--- config.mk ---
export PLATFORM = sky130hd
export DESIGN_NAME = udp_rx
export DESIGN_NICKNAME = d
export VERILOG_FILES = /design/src/rtl/global_typs_pkg.sv /design/src/rtl/udp_rx_stats.sv /design/src/rtl/udp_rx.sv
export SDC_FILE = /design/constraint.sdc
export NUM_CORES = 1
export LEC_CHECK = 0
export ABC_AREA = 1
export CAP_MARGIN = 25
export CORE_AREA = 2 2 127 129
export CTS_CLUSTER_DIAMETER = 100
export DETAILED_ROUTE_END_ITERATION = 10
export DIE_AREA = 0 0 129 131
export GPL_TIMING_DRIVEN = 0
export PLACE_DENSITY_LB_ADDON = 0.12
export SLEW_MARGIN = 20
export SYNTH_ARGS = -nofsm -noshare
export SYNTH_HDL_FRONTEND = slang
export SYNTH_SLANG_ARGS = --single-unit
--- constraint.sdc ---
create_clock -name clk -period 7.9 [get_ports clk]
set_input_delay 0.79 -clock clk [delete_from_list [all_inputs] [get_ports clk]]
set_output_delay 0.79 -clock clk [all_outputs]
set_load 0.02 [all_outputs]
--- src/rtl/global_typs_pkg.sv ---
// Shared constants, header record and FSM encoding for the UDP receive path.
package global_typs_pkg;

    localparam logic [7:0]  UDP_PROTO   = 8'd17;
    localparam logic [15:0] UDP_HDR_LEN = 16'd8;

    typedef struct packed {
        logic [31:0] src_ip;
        logic [15:0] src_port;
        logic [15:0] dst_port;
        logic [15:0] data_length;
    } udp_rx_hdr_t;

    typedef enum logic [1:0] {
        UDP_RX_IDLE,
        UDP_RX_HDR,
        UDP_RX_PAYLOAD,
        UDP_RX_DISCARD
    } udp_rx_state_t;

endpackage

--- src/rtl/udp_rx_stats.sv ---
// Saturating receive statistics: accepted packets and dropped/errored packets.
module udp_rx_stats (
    input  logic        clk,
    input  logic        reset,
    input  logic        pkt_inc,
    input  logic        drop_inc,
    output logic [15:0] rx_pkt_cnt,
    output logic [15:0] rx_drop_cnt
);

    always_ff @(posedge clk or posedge reset) begin
        if (reset) begin
            rx_pkt_cnt  <= '0;
            rx_drop_cnt <= '0;
        end else begin
            if (pkt_inc && rx_pkt_cnt != 16'hFFFF)
                rx_pkt_cnt <= rx_pkt_cnt + 16'd1;
            if (drop_inc && rx_drop_cnt != 16'hFFFF)
                rx_drop_cnt <= rx_drop_cnt + 16'd1;
        end
    end

endmodule

--- src/rtl/udp_rx.sv ---
// UDP receiver: parses the 8-byte UDP header from an IP payload stream and forwards the payload.
// Optional statistics counters are enabled with the UDP_RX_STATS_EN macro.
module udp_rx
    import global_typs_pkg::*;
#(
    parameter logic [15:0] PORT_FILTER = 16'h0000
) (
    input  logic          clk,
    input  logic          reset,
    input  logic          ip_rx_start,
    input  logic [7:0]    ip_rx_protocol,
    input  logic [31:0]   ip_rx_src_ip,
    input  logic          ip_rx_data_valid,
    input  logic [7:0]    ip_rx_data,
    input  logic          ip_rx_data_last,
    output logic          udp_rx_start,
    output logic [31:0]   udp_rx_src_ip,
    output logic [15:0]   udp_rx_src_port,
    output logic [15:0]   udp_rx_dst_port,
    output logic [15:0]   udp_rx_data_length,
    output logic          udp_rx_data_valid,
    output logic [7:0]    udp_rx_data,
    output logic          udp_rx_data_last,
    output logic          udp_rx_err,
    output udp_rx_state_t fsm_state
`ifdef UDP_RX_STATS_EN
    ,
    output logic [15:0]   rx_pkt_cnt,
    output logic [15:0]   rx_drop_cnt
`endif
);

    // Streams are valid-only: a byte transfers on every cycle its valid is high; no ready exists.
    udp_rx_state_t state, state_nxt;
    logic [2:0]    hdr_cnt;
    logic [31:0]   src_ip_q;
    logic [15:0]   src_port_q, dst_port_q, len_q, pay_cnt;
    udp_rx_hdr_t   hdr_out;
    logic          is_udp, abort, hdr_byte, hdr_done, pay_byte, pay_end;
    logic          len_short, len_empty, port_ok;
    logic          start_nxt, err_nxt, dv_nxt, dlast_nxt;

    assign is_udp    = ip_rx_protocol == UDP_PROTO;
    assign abort     = ip_rx_start && state != UDP_RX_IDLE;
    assign hdr_byte  = !ip_rx_start && state == UDP_RX_HDR && ip_rx_data_valid;
    assign hdr_done  = hdr_byte && hdr_cnt == 3'd7;
    assign pay_byte  = !ip_rx_start && state == UDP_RX_PAYLOAD && ip_rx_data_valid;
    assign pay_end   = pay_cnt == 16'd1;
    assign len_short = len_q < UDP_HDR_LEN;
    assign len_empty = len_q == UDP_HDR_LEN;
    assign port_ok   = PORT_FILTER == 16'h0000 || dst_port_q == PORT_FILTER;

    always_ff @(posedge clk or posedge reset) begin
        if (reset) state <= UDP_RX_IDLE;
        else       state <= state_nxt;
    end

    // A new datagram always wins, whatever state the previous one left us in.
    always_comb begin
        state_nxt = state;
        if (ip_rx_start) begin
            state_nxt = is_udp ? UDP_RX_HDR : UDP_RX_DISCARD;
        end else if (ip_rx_data_valid) begin
            case (state)
                UDP_RX_HDR: begin
                    if (hdr_cnt == 3'd7) begin
                        if (ip_rx_data_last)        state_nxt = UDP_RX_IDLE;
                        else if (len_short || !port_ok || len_empty)
                                                    state_nxt = UDP_RX_DISCARD;
                        else                        state_nxt = UDP_RX_PAYLOAD;
                    end else if (ip_rx_data_last) begin
                        state_nxt = UDP_RX_IDLE;
                    end
                end
                UDP_RX_PAYLOAD: begin
                    if (pay_end)              state_nxt = ip_rx_data_last ? UDP_RX_IDLE : UDP_RX_DISCARD;
                    else if (ip_rx_data_last) state_nxt = UDP_RX_IDLE;
                end
                UDP_RX_DISCARD: begin
                    if (ip_rx_data_last) state_nxt = UDP_RX_IDLE;
                end
                default: state_nxt = state;
            endcase
        end
    end

    // A byte arriving with an abort in PAYLOAD closes the open stream with a last beat.
    always_comb begin
        start_nxt = hdr_done && !len_short && port_ok;
        err_nxt   = abort
                 || (hdr_byte && ip_rx_data_last && hdr_cnt != 3'd7)
                 || (hdr_done && len_short)
                 || (start_nxt && ip_rx_data_last && !len_empty)
                 || (pay_byte && ip_rx_data_last && !pay_end);
        dv_nxt    = pay_byte || (abort && state == UDP_RX_PAYLOAD && ip_rx_data_valid);
        dlast_nxt = (pay_byte && (pay_end || ip_rx_data_last))
                 || (abort && state == UDP_RX_PAYLOAD && ip_rx_data_valid);
    end

    always_ff @(posedge clk or posedge reset) begin
        if (reset) begin
            hdr_cnt           <= '0;
            src_ip_q          <= '0;
            src_port_q        <= '0;
            dst_port_q        <= '0;
            len_q             <= '0;
            pay_cnt           <= '0;
            hdr_out           <= '0;
            udp_rx_start      <= 1'b0;
            udp_rx_err        <= 1'b0;
            udp_rx_data_valid <= 1'b0;
            udp_rx_data_last  <= 1'b0;
            udp_rx_data       <= '0;
        end else begin
            udp_rx_start      <= start_nxt;
            udp_rx_err        <= err_nxt;
            udp_rx_data_valid <= dv_nxt;
            udp_rx_data_last  <= dlast_nxt;
            if (dv_nxt)
                udp_rx_data <= ip_rx_data;
            if (ip_rx_start) begin
                src_ip_q <= ip_rx_src_ip;
                hdr_cnt  <= '0;
            end else if (hdr_byte) begin
                hdr_cnt <= hdr_cnt + 3'd1;
                case (hdr_cnt)
                    3'd0:    src_port_q[15:8] <= ip_rx_data;
                    3'd1:    src_port_q[7:0]  <= ip_rx_data;
                    3'd2:    dst_port_q[15:8] <= ip_rx_data;
                    3'd3:    dst_port_q[7:0]  <= ip_rx_data;
                    3'd4:    len_q[15:8]      <= ip_rx_data;
                    3'd5:    len_q[7:0]       <= ip_rx_data;
                    default: ;
                endcase
            end
            if (start_nxt) begin
                hdr_out.src_ip      <= src_ip_q;
                hdr_out.src_port    <= src_port_q;
                hdr_out.dst_port    <= dst_port_q;
                hdr_out.data_length <= len_q - UDP_HDR_LEN;
                pay_cnt             <= len_q - UDP_HDR_LEN;
            end else if (pay_byte) begin
                pay_cnt <= pay_cnt - 16'd1;
            end
        end
    end

    assign udp_rx_src_ip      = hdr_out.src_ip;
    assign udp_rx_src_port    = hdr_out.src_port;
    assign udp_rx_dst_port    = hdr_out.dst_port;
    assign udp_rx_data_length = hdr_out.data_length;
    assign fsm_state          = state;

`ifdef UDP_RX_STATS_EN
    logic drop_evt;
    // Re-entering DISCARD through a fresh start counts as a new drop.
    assign drop_evt = err_nxt
                   || (state_nxt == UDP_RX_DISCARD && (state != UDP_RX_DISCARD || ip_rx_start));

    udp_rx_stats u_stats (
        .clk         (clk),
        .reset       (reset),
        .pkt_inc     (start_nxt),
        .drop_inc    (drop_evt),
        .rx_pkt_cnt  (rx_pkt_cnt),
        .rx_drop_cnt (rx_drop_cnt)
    );
`endif

endmodule

==> flow_metrics.env, run 1 <==
export IMPL_clock_skew_ns=0.00873
export IMPL_fin_crit_sh_pct=29.6
export IMPL_grt_max_degree=107
export IMPL_min_path_type="reg2reg"
export IMPL_port_buffers=146
export IMPL_crit_required_ns=7.11
export IMPL_hold_violations=0
export IMPL_cts_buffers=17
export IMPL_via_per_inst=5.01
export IMPL_peakVddDrop_mv=0.166
export IMPL_critPathTopFamily="buffers and inverters"
export IMPL_layout_drive_gt1_share_pct=5.36
export IMPL_slowest_delay_ns=0.69
export IMPL_root_buffer="clkbuf_16"
export IMPL_cts_tree="yes"
export IMPL_met3_usage_pct=6.15
export IMPL_worstSetupStartpointType="flop"
export IMPL_clk_latency_ns=0.44
export IMPL_slew_headroom_pct=60.6
export IMPL_grt_use_met2_pct=39.2
export IMPL_syn_inst=941
export IMPL_holdWs_ns=0.467
export IMPL_maxCapViolCount=0
export IMPL_start_util_pct=52.1
export IMPL_finalWirelength_um=19500
export IMPL_synth_seq_area_share_pct=59.5
export IMPL_antenna_found_initial=0
export IMPL_gp_congestion=0.903
export IMPL_drc=0
export IMPL_drtIter0Drc=593
export IMPL_final_max_slew_viol_count=0
export IMPL_finalSetupTns_ns=0
export IMPL_top_usage_layer="met2"
export IMPL_ctsLongestPathBuffers=2
export IMPL_worst_pin_slew_ns=0.591
export IMPL_firstDrtPassIters=5
export IMPL_critPathSlowestCell="clkdlybuf4s50_1"
export IMPL_drt_wirelength_per_cell_um=14.6
export IMPL_insertedDiodeCount=0
export IMPL_cts_sinks=193
export IMPL_cp_max_fo=6
export IMPL_grt_pass1_wl_um=32500
export IMPL_grt_pass1_vias=6492
export IMPL_die_h_um=131
export IMPL_path_clk_slew_ns=0.07
export IMPL_rsz0062_at_grt="no"
export IMPL_hpwl_um=13600
export IMPL_syn_area_mm2=0.00812
export IMPL_die_w_um=129
export IMPL_cts_resized=0
export IMPL_worst_ep_arrival_time_ns=1.55
export IMPL_final_cells=1336
export IMPL_dieArea_mm2=0.0169
export IMPL_setup_violations=0
export IMPL_area_delta_synth_final_pct=29.5
export IMPL_max_freq_mhz=428
export IMPL_cp_cell_sequence="clkdlybuf4s50_1"
export IMPL_grt_use_met1_pct=34.6
export IMPL_end_kind="output port"
export IMPL_vias=6694
export IMPL_outcome="finished, final reports clean"
export IMPL_fp_coreArea_mm2=0.0156
export IMPL_ant_nets=0
export IMPL_layout_min_cycle_time_ns=2.34
export IMPL_syn_avg_cell_area_um2=8.63
export IMPL_grt_overflow=0
export IMPL_powerDensity_mw_per_mm2=223
export IMPL_crit_type="reg2out"
export IMPL_htreeDepth=4
export IMPL_final_nets=1169
export IMPL_yosysWarnings=0
export IMPL_crit_buf_inv=1
export IMPL_io_pins=147
export IMPL_cts_setup_buffers=0
export IMPL_p_leak_nw=5.28
export IMPL_cts_hold_buf=0
export IMPL_p_total_w=0.00234
export IMPL_synthesis_nets=1003
export IMPL_yosys_register_bits=193
export IMPL_rows=46
export IMPL_grt_use_total_pct=25.0
export IMPL_ys_types=26
export IMPL_placed_cells=1304
[layout make-up]
type / instances / area (um2)
Fill cell: 1285 / 5080
Clock buffer: 17 / 425
Inverter: 79 / 304
Buffer: 35 / 215
Clock inverter: 15 / 201
Multi-Input combinational cell: 634 / 2780
Sequential cell: 193 / 4830
Tap cell: 216 / 270
Timing Repair Buffer: 147 / 1490
[layer usage]
metal  part of all wire, %  up-vias
met4                   1.9        0
met1                    45     3213
met3                   5.9       32
met5                     0        -
met2                    47      172
li1                      -     3277
[metrics by stage]
step / worst slack (ns) / cell area [um2] / utilization (%)
after global routing: 5.43 / 10500 / 67.4
after detailed placement: 5.22 / 9890 / 63.4
final: 5.56 / 10500 / 67.4
after floorplan: 1.85 / 8120 / -
after global placement: -0.610 / 9850 / 63.2
after CTS: 5.57 / 10500 / 67.4
[cells in the mapped netlist, drive strengths merged]
master,n,share of area (%)
o22ai,1,0.077
xor2,3,0.32
buf,18,1.9
o21ai,132,8.1
clkbuf,17,0.79
nand2,377,18
nor3,4,0.25
nor4,2,0.15
nor2,59,2.9
inv,79,3.7
ha,9,1.4
nand3b,6,0.55
nand4,2,0.15
a21oi,4,0.25
nand3,23,1.4
dfrtp,193,59
xnor2,4,0.43
o211ai,8,0.74
[layout by cell type (no fill, tap or decap), types with 4 or more instances in the layout]
master           count
clkinv_4             4
clkdlybuf4s50_1    146
dfrtp_1            193
nor3_1               4
inv_1               75
nand3_1             23
nand3b_1             6
ha_1                 9
o21ai_1              4
a21oi_1              4
nor2_1              57
clkbuf_1            17
o21ai_0            128
o211ai_1             8
buf_2                7
xnor2_1              4
buf_6                7
clkbuf_16           17
nand2_1            374
[final timing paths]
check / start / cells past startpoint / to / slack [ns]
min in group asynchronous: reset / 2 / udp_rx_src_port[4] / 0.85
setup / recovery: fsm_state[1] / 1 / fsm_state[1] / 5.56
max in group asynchronous: reset / 3 / udp_rx_dst_port[2] / 6.16
hold reg to reg: dst_port_q[13] / 2 / udp_rx_dst_port[13] / 0.47
hold / removal: dst_port_q[13] / 2 / udp_rx_dst_port[13] / 0.47
setup reg to reg: len_q[8] / 8 / udp_rx_src_ip[15] / 6.02
[registers in the layout, indices dropped and copies added (netlist names)]
register            count
udp_rx_src_port        16
udp_rx_src_ip          32
udp_rx_dst_port        16
hdr_cnt                 3
udp_rx_data_last        1
udp_rx_data             8
udp_rx_err              1
udp_rx_data_length     16
src_port_q             16
udp_rx_data_valid       1
fsm_state               2
src_ip_q               32
len_q                  16
dst_port_q             16
udp_rx_start            1
pay_cnt                16
[power by group]
group	internal, W	switching, W
registers	0.00106	0.0000496
clock network	0.000508	0.000394
logic	0.000128	0.000198
[cells by family (layout without fill, tap and decap cells)]
logic type / count (synthesis) / after routing / share of synthesized area, %
AOI/OAI and AO/OA: 145 / 145 / 9.20
buffers and inverters: 114 / 293 / 6.30
xor gates and xnor gates: 7 / 7 / 0.755
DFF: 193 / 193 / 59.5
and+or+nand+nor: 473 / 473 / 22.9
adders and majority gates: 9 / 9 / 1.39
No activity file was read; power rests on OpenSTA's default activity.
==> inputs of run 2 (changes only) <==
==> constraint.sdc (replaced) <==
create_clock -name clk -period 2.3 [get_ports clk]
set_input_delay 0.23 -clock clk [delete_from_list [all_inputs] [get_ports clk]]
set_output_delay 0.23 -clock clk [all_outputs]
set_load 0.02 [all_outputs]
==> run 2 against run 1 <==
Compared with the run above:
- sequential share of layout area shrank 0.22 points
- cell area rose by 0.49%
- first-iteration DRC count increased by 3.2%
- largest cell class unchanged
- via count up 0.66%
- largest power group unchanged
- core utilization grew 0.33 points
- sequential power rose to 3.4 times the previous value
==> flow_metrics.env, run 2 (same netlist as run 1, synthesis figures left out) <==
export IMPL_met1_length_um=9080
export IMPL_cts_resized=0
export IMPL_r2r_setup_slack_ns=0.36
export IMPL_fillers=1268
export IMPL_top_layer_used="met4"
export IMPL_grt_pass1_vias=6457
export IMPL_root_buffer="clkbuf_16"
export IMPL_routed_wl_met2_um=9500
export IMPL_gp_congestion=0.909
export IMPL_cts_tree="yes"
export IMPL_slowest_delay_ns=0.45
export IMPL_die_h_um=131
export IMPL_final_cell_mix="nand2_1, dfrtp_1, clkdlybuf4s50_1"
export IMPL_hpwl_um=14200
export IMPL_final_max_slew_viol_count=0
export IMPL_crit_type="reg2reg"
export IMPL_holdWs_ns=0.186
export IMPL_min_path_type="in2async"
export IMPL_cp_cell_sequence="nor2_2 -> nand2_1 -> nor2_1 -> nand2_2 -> nand2_2 -> buf_6 -> clkbuf_1 -> o21ai_0"
export IMPL_crit_required_ns=2.60
export IMPL_drt_wirelength_per_cell_um=14.9
export IMPL_slew_headroom_pct=65.7
export IMPL_grt_overflow=0
export IMPL_placed_cells=1309
export IMPL_cp_common_cell="nand2_2"
export IMPL_hold_violations=0
export IMPL_insertedDiodeCount=0
export IMPL_final_common_cell="nand2_1"
export IMPL_io_pins=147
export IMPL_final_nets=1174
export IMPL_dieArea_mm2=0.0169
export IMPL_drtIter0Drc=612
export IMPL_fin_crit_sh_pct=84.5
export IMPL_via_per_inst=5.02
export IMPL_rsz0062_at_grt="no"
export IMPL_clk_latency_ns=0.44
export IMPL_ant_nets=0
export IMPL_grt_use_total_pct=24.8
export IMPL_start_util_pct=52.1
export IMPL_cts_setup_buffers=0
export IMPL_fp_coreArea_mm2=0.0156
export IMPL_rows=46
export IMPL_die_w_um=129
export IMPL_port_buffers=146
export IMPL_critPathSlowestCell="dfrtp_1"
export IMPL_ctsLongestPathBuffers=2
export IMPL_area_delta_synth_final_pct=30.1
export IMPL_p_leak_nw=5.31
export IMPL_peakVddDrop_mv=0.496
export IMPL_max_freq_mhz=514
export IMPL_htreeDepth=4
export IMPL_clock_skew_ns=0.00900
export IMPL_layout_min_cycle_time_ns=1.94
export IMPL_grt_max_degree=35
export IMPL_layout_drive_gt1_share_pct=5.69
export IMPL_finalWirelength_um=20000
export IMPL_cts_sinks=193
export IMPL_wl_met3_um=1130
export IMPL_r2r_start="len_q[8]"
export IMPL_setup_violations=0
export IMPL_final_cells=1341
export IMPL_crit_start="len_q[8]"
export IMPL_worst_ep_arrival_time_ns=2.24
export IMPL_end_kind="flop"
export IMPL_outcome="finished, final reports clean"
export IMPL_antenna_found_initial=0
export IMPL_path_clk_slew_ns=0.07
export IMPL_powerDensity_mw_per_mm2=746
export IMPL_grt_pass1_wl_um=32400
export IMPL_worst_pin_slew_ns=0.513
export IMPL_vias=6738
export IMPL_cp_max_fo=10
export IMPL_maxCapViolCount=0
export IMPL_firstDrtPassIters=5
export IMPL_cts_buffers=17
export IMPL_cts_hold_buf=0
export IMPL_worstSetupStartpointType="flop"
export IMPL_drc=0
-- run 2: metal layers --
metal,track usage [%],up-vias
li1,-,3291
met4,6.78,0
met2,39.9,177
met3,6.31,26
met1,33.9,3244
met5,0,-
-- run 2: power by group --
group	internal (W)	switching [W]
logic	0.000457	0.000687
clock network	0.00147	0.00145
registers	0.00365	0.000177
-- run 2: cell type report --
cell class	instances	area [um2]	share of cell area [%]
buffer	35	215	2.04
multi-input combinational	634	2780	26.3
clock inverter	14	160	1.52
clock buffer	18	429	4.06
sequential	193	4830	45.7
timing repair buffer	152	1580	15.0
inverter	79	300	2.84
tap	216	270	2.56
-- run 2: worst paths after layout --
path / to / cells after the start
max in group asynchronous: src_port_q[6] / 5
worst max-delay path: udp_rx_src_ip[27] / 8
worst min-delay path: src_ip_q[23] / 2
min in group clk: src_ip_q[8] / 3
worst max register to register: udp_rx_src_ip[27] / 8
worst min register to register: udp_rx_src_port[3] / 2
-- run 2: worst max-delay path: cells and delay by family, from the launching register on --
kind / cells / cell delay, ns
buffers and inverters: 2 / 0.52
and+or+nand+nor: 5 / 0.69
AOI/OAI and AO/OA: 1 / 0.14
DFF: 1 / 0.45
-- run 2: per-stage QoR --
step	setup TNS [ns]	setup slack [ns]	util [%]	cell area (um2)	total power, W
floorplan	-81.14	-0.420	-	8130	0.00460
global placement	-373.59	-1.95	63.2	9860	0.00495
detailed placement	0	0.150	64.0	9980	0.00501
CTS	0	0.398	67.7	10600	0.00792
global route	0	0.215	67.7	10600	0.00826
finish	0	0.356	67.7	10600	0.00788
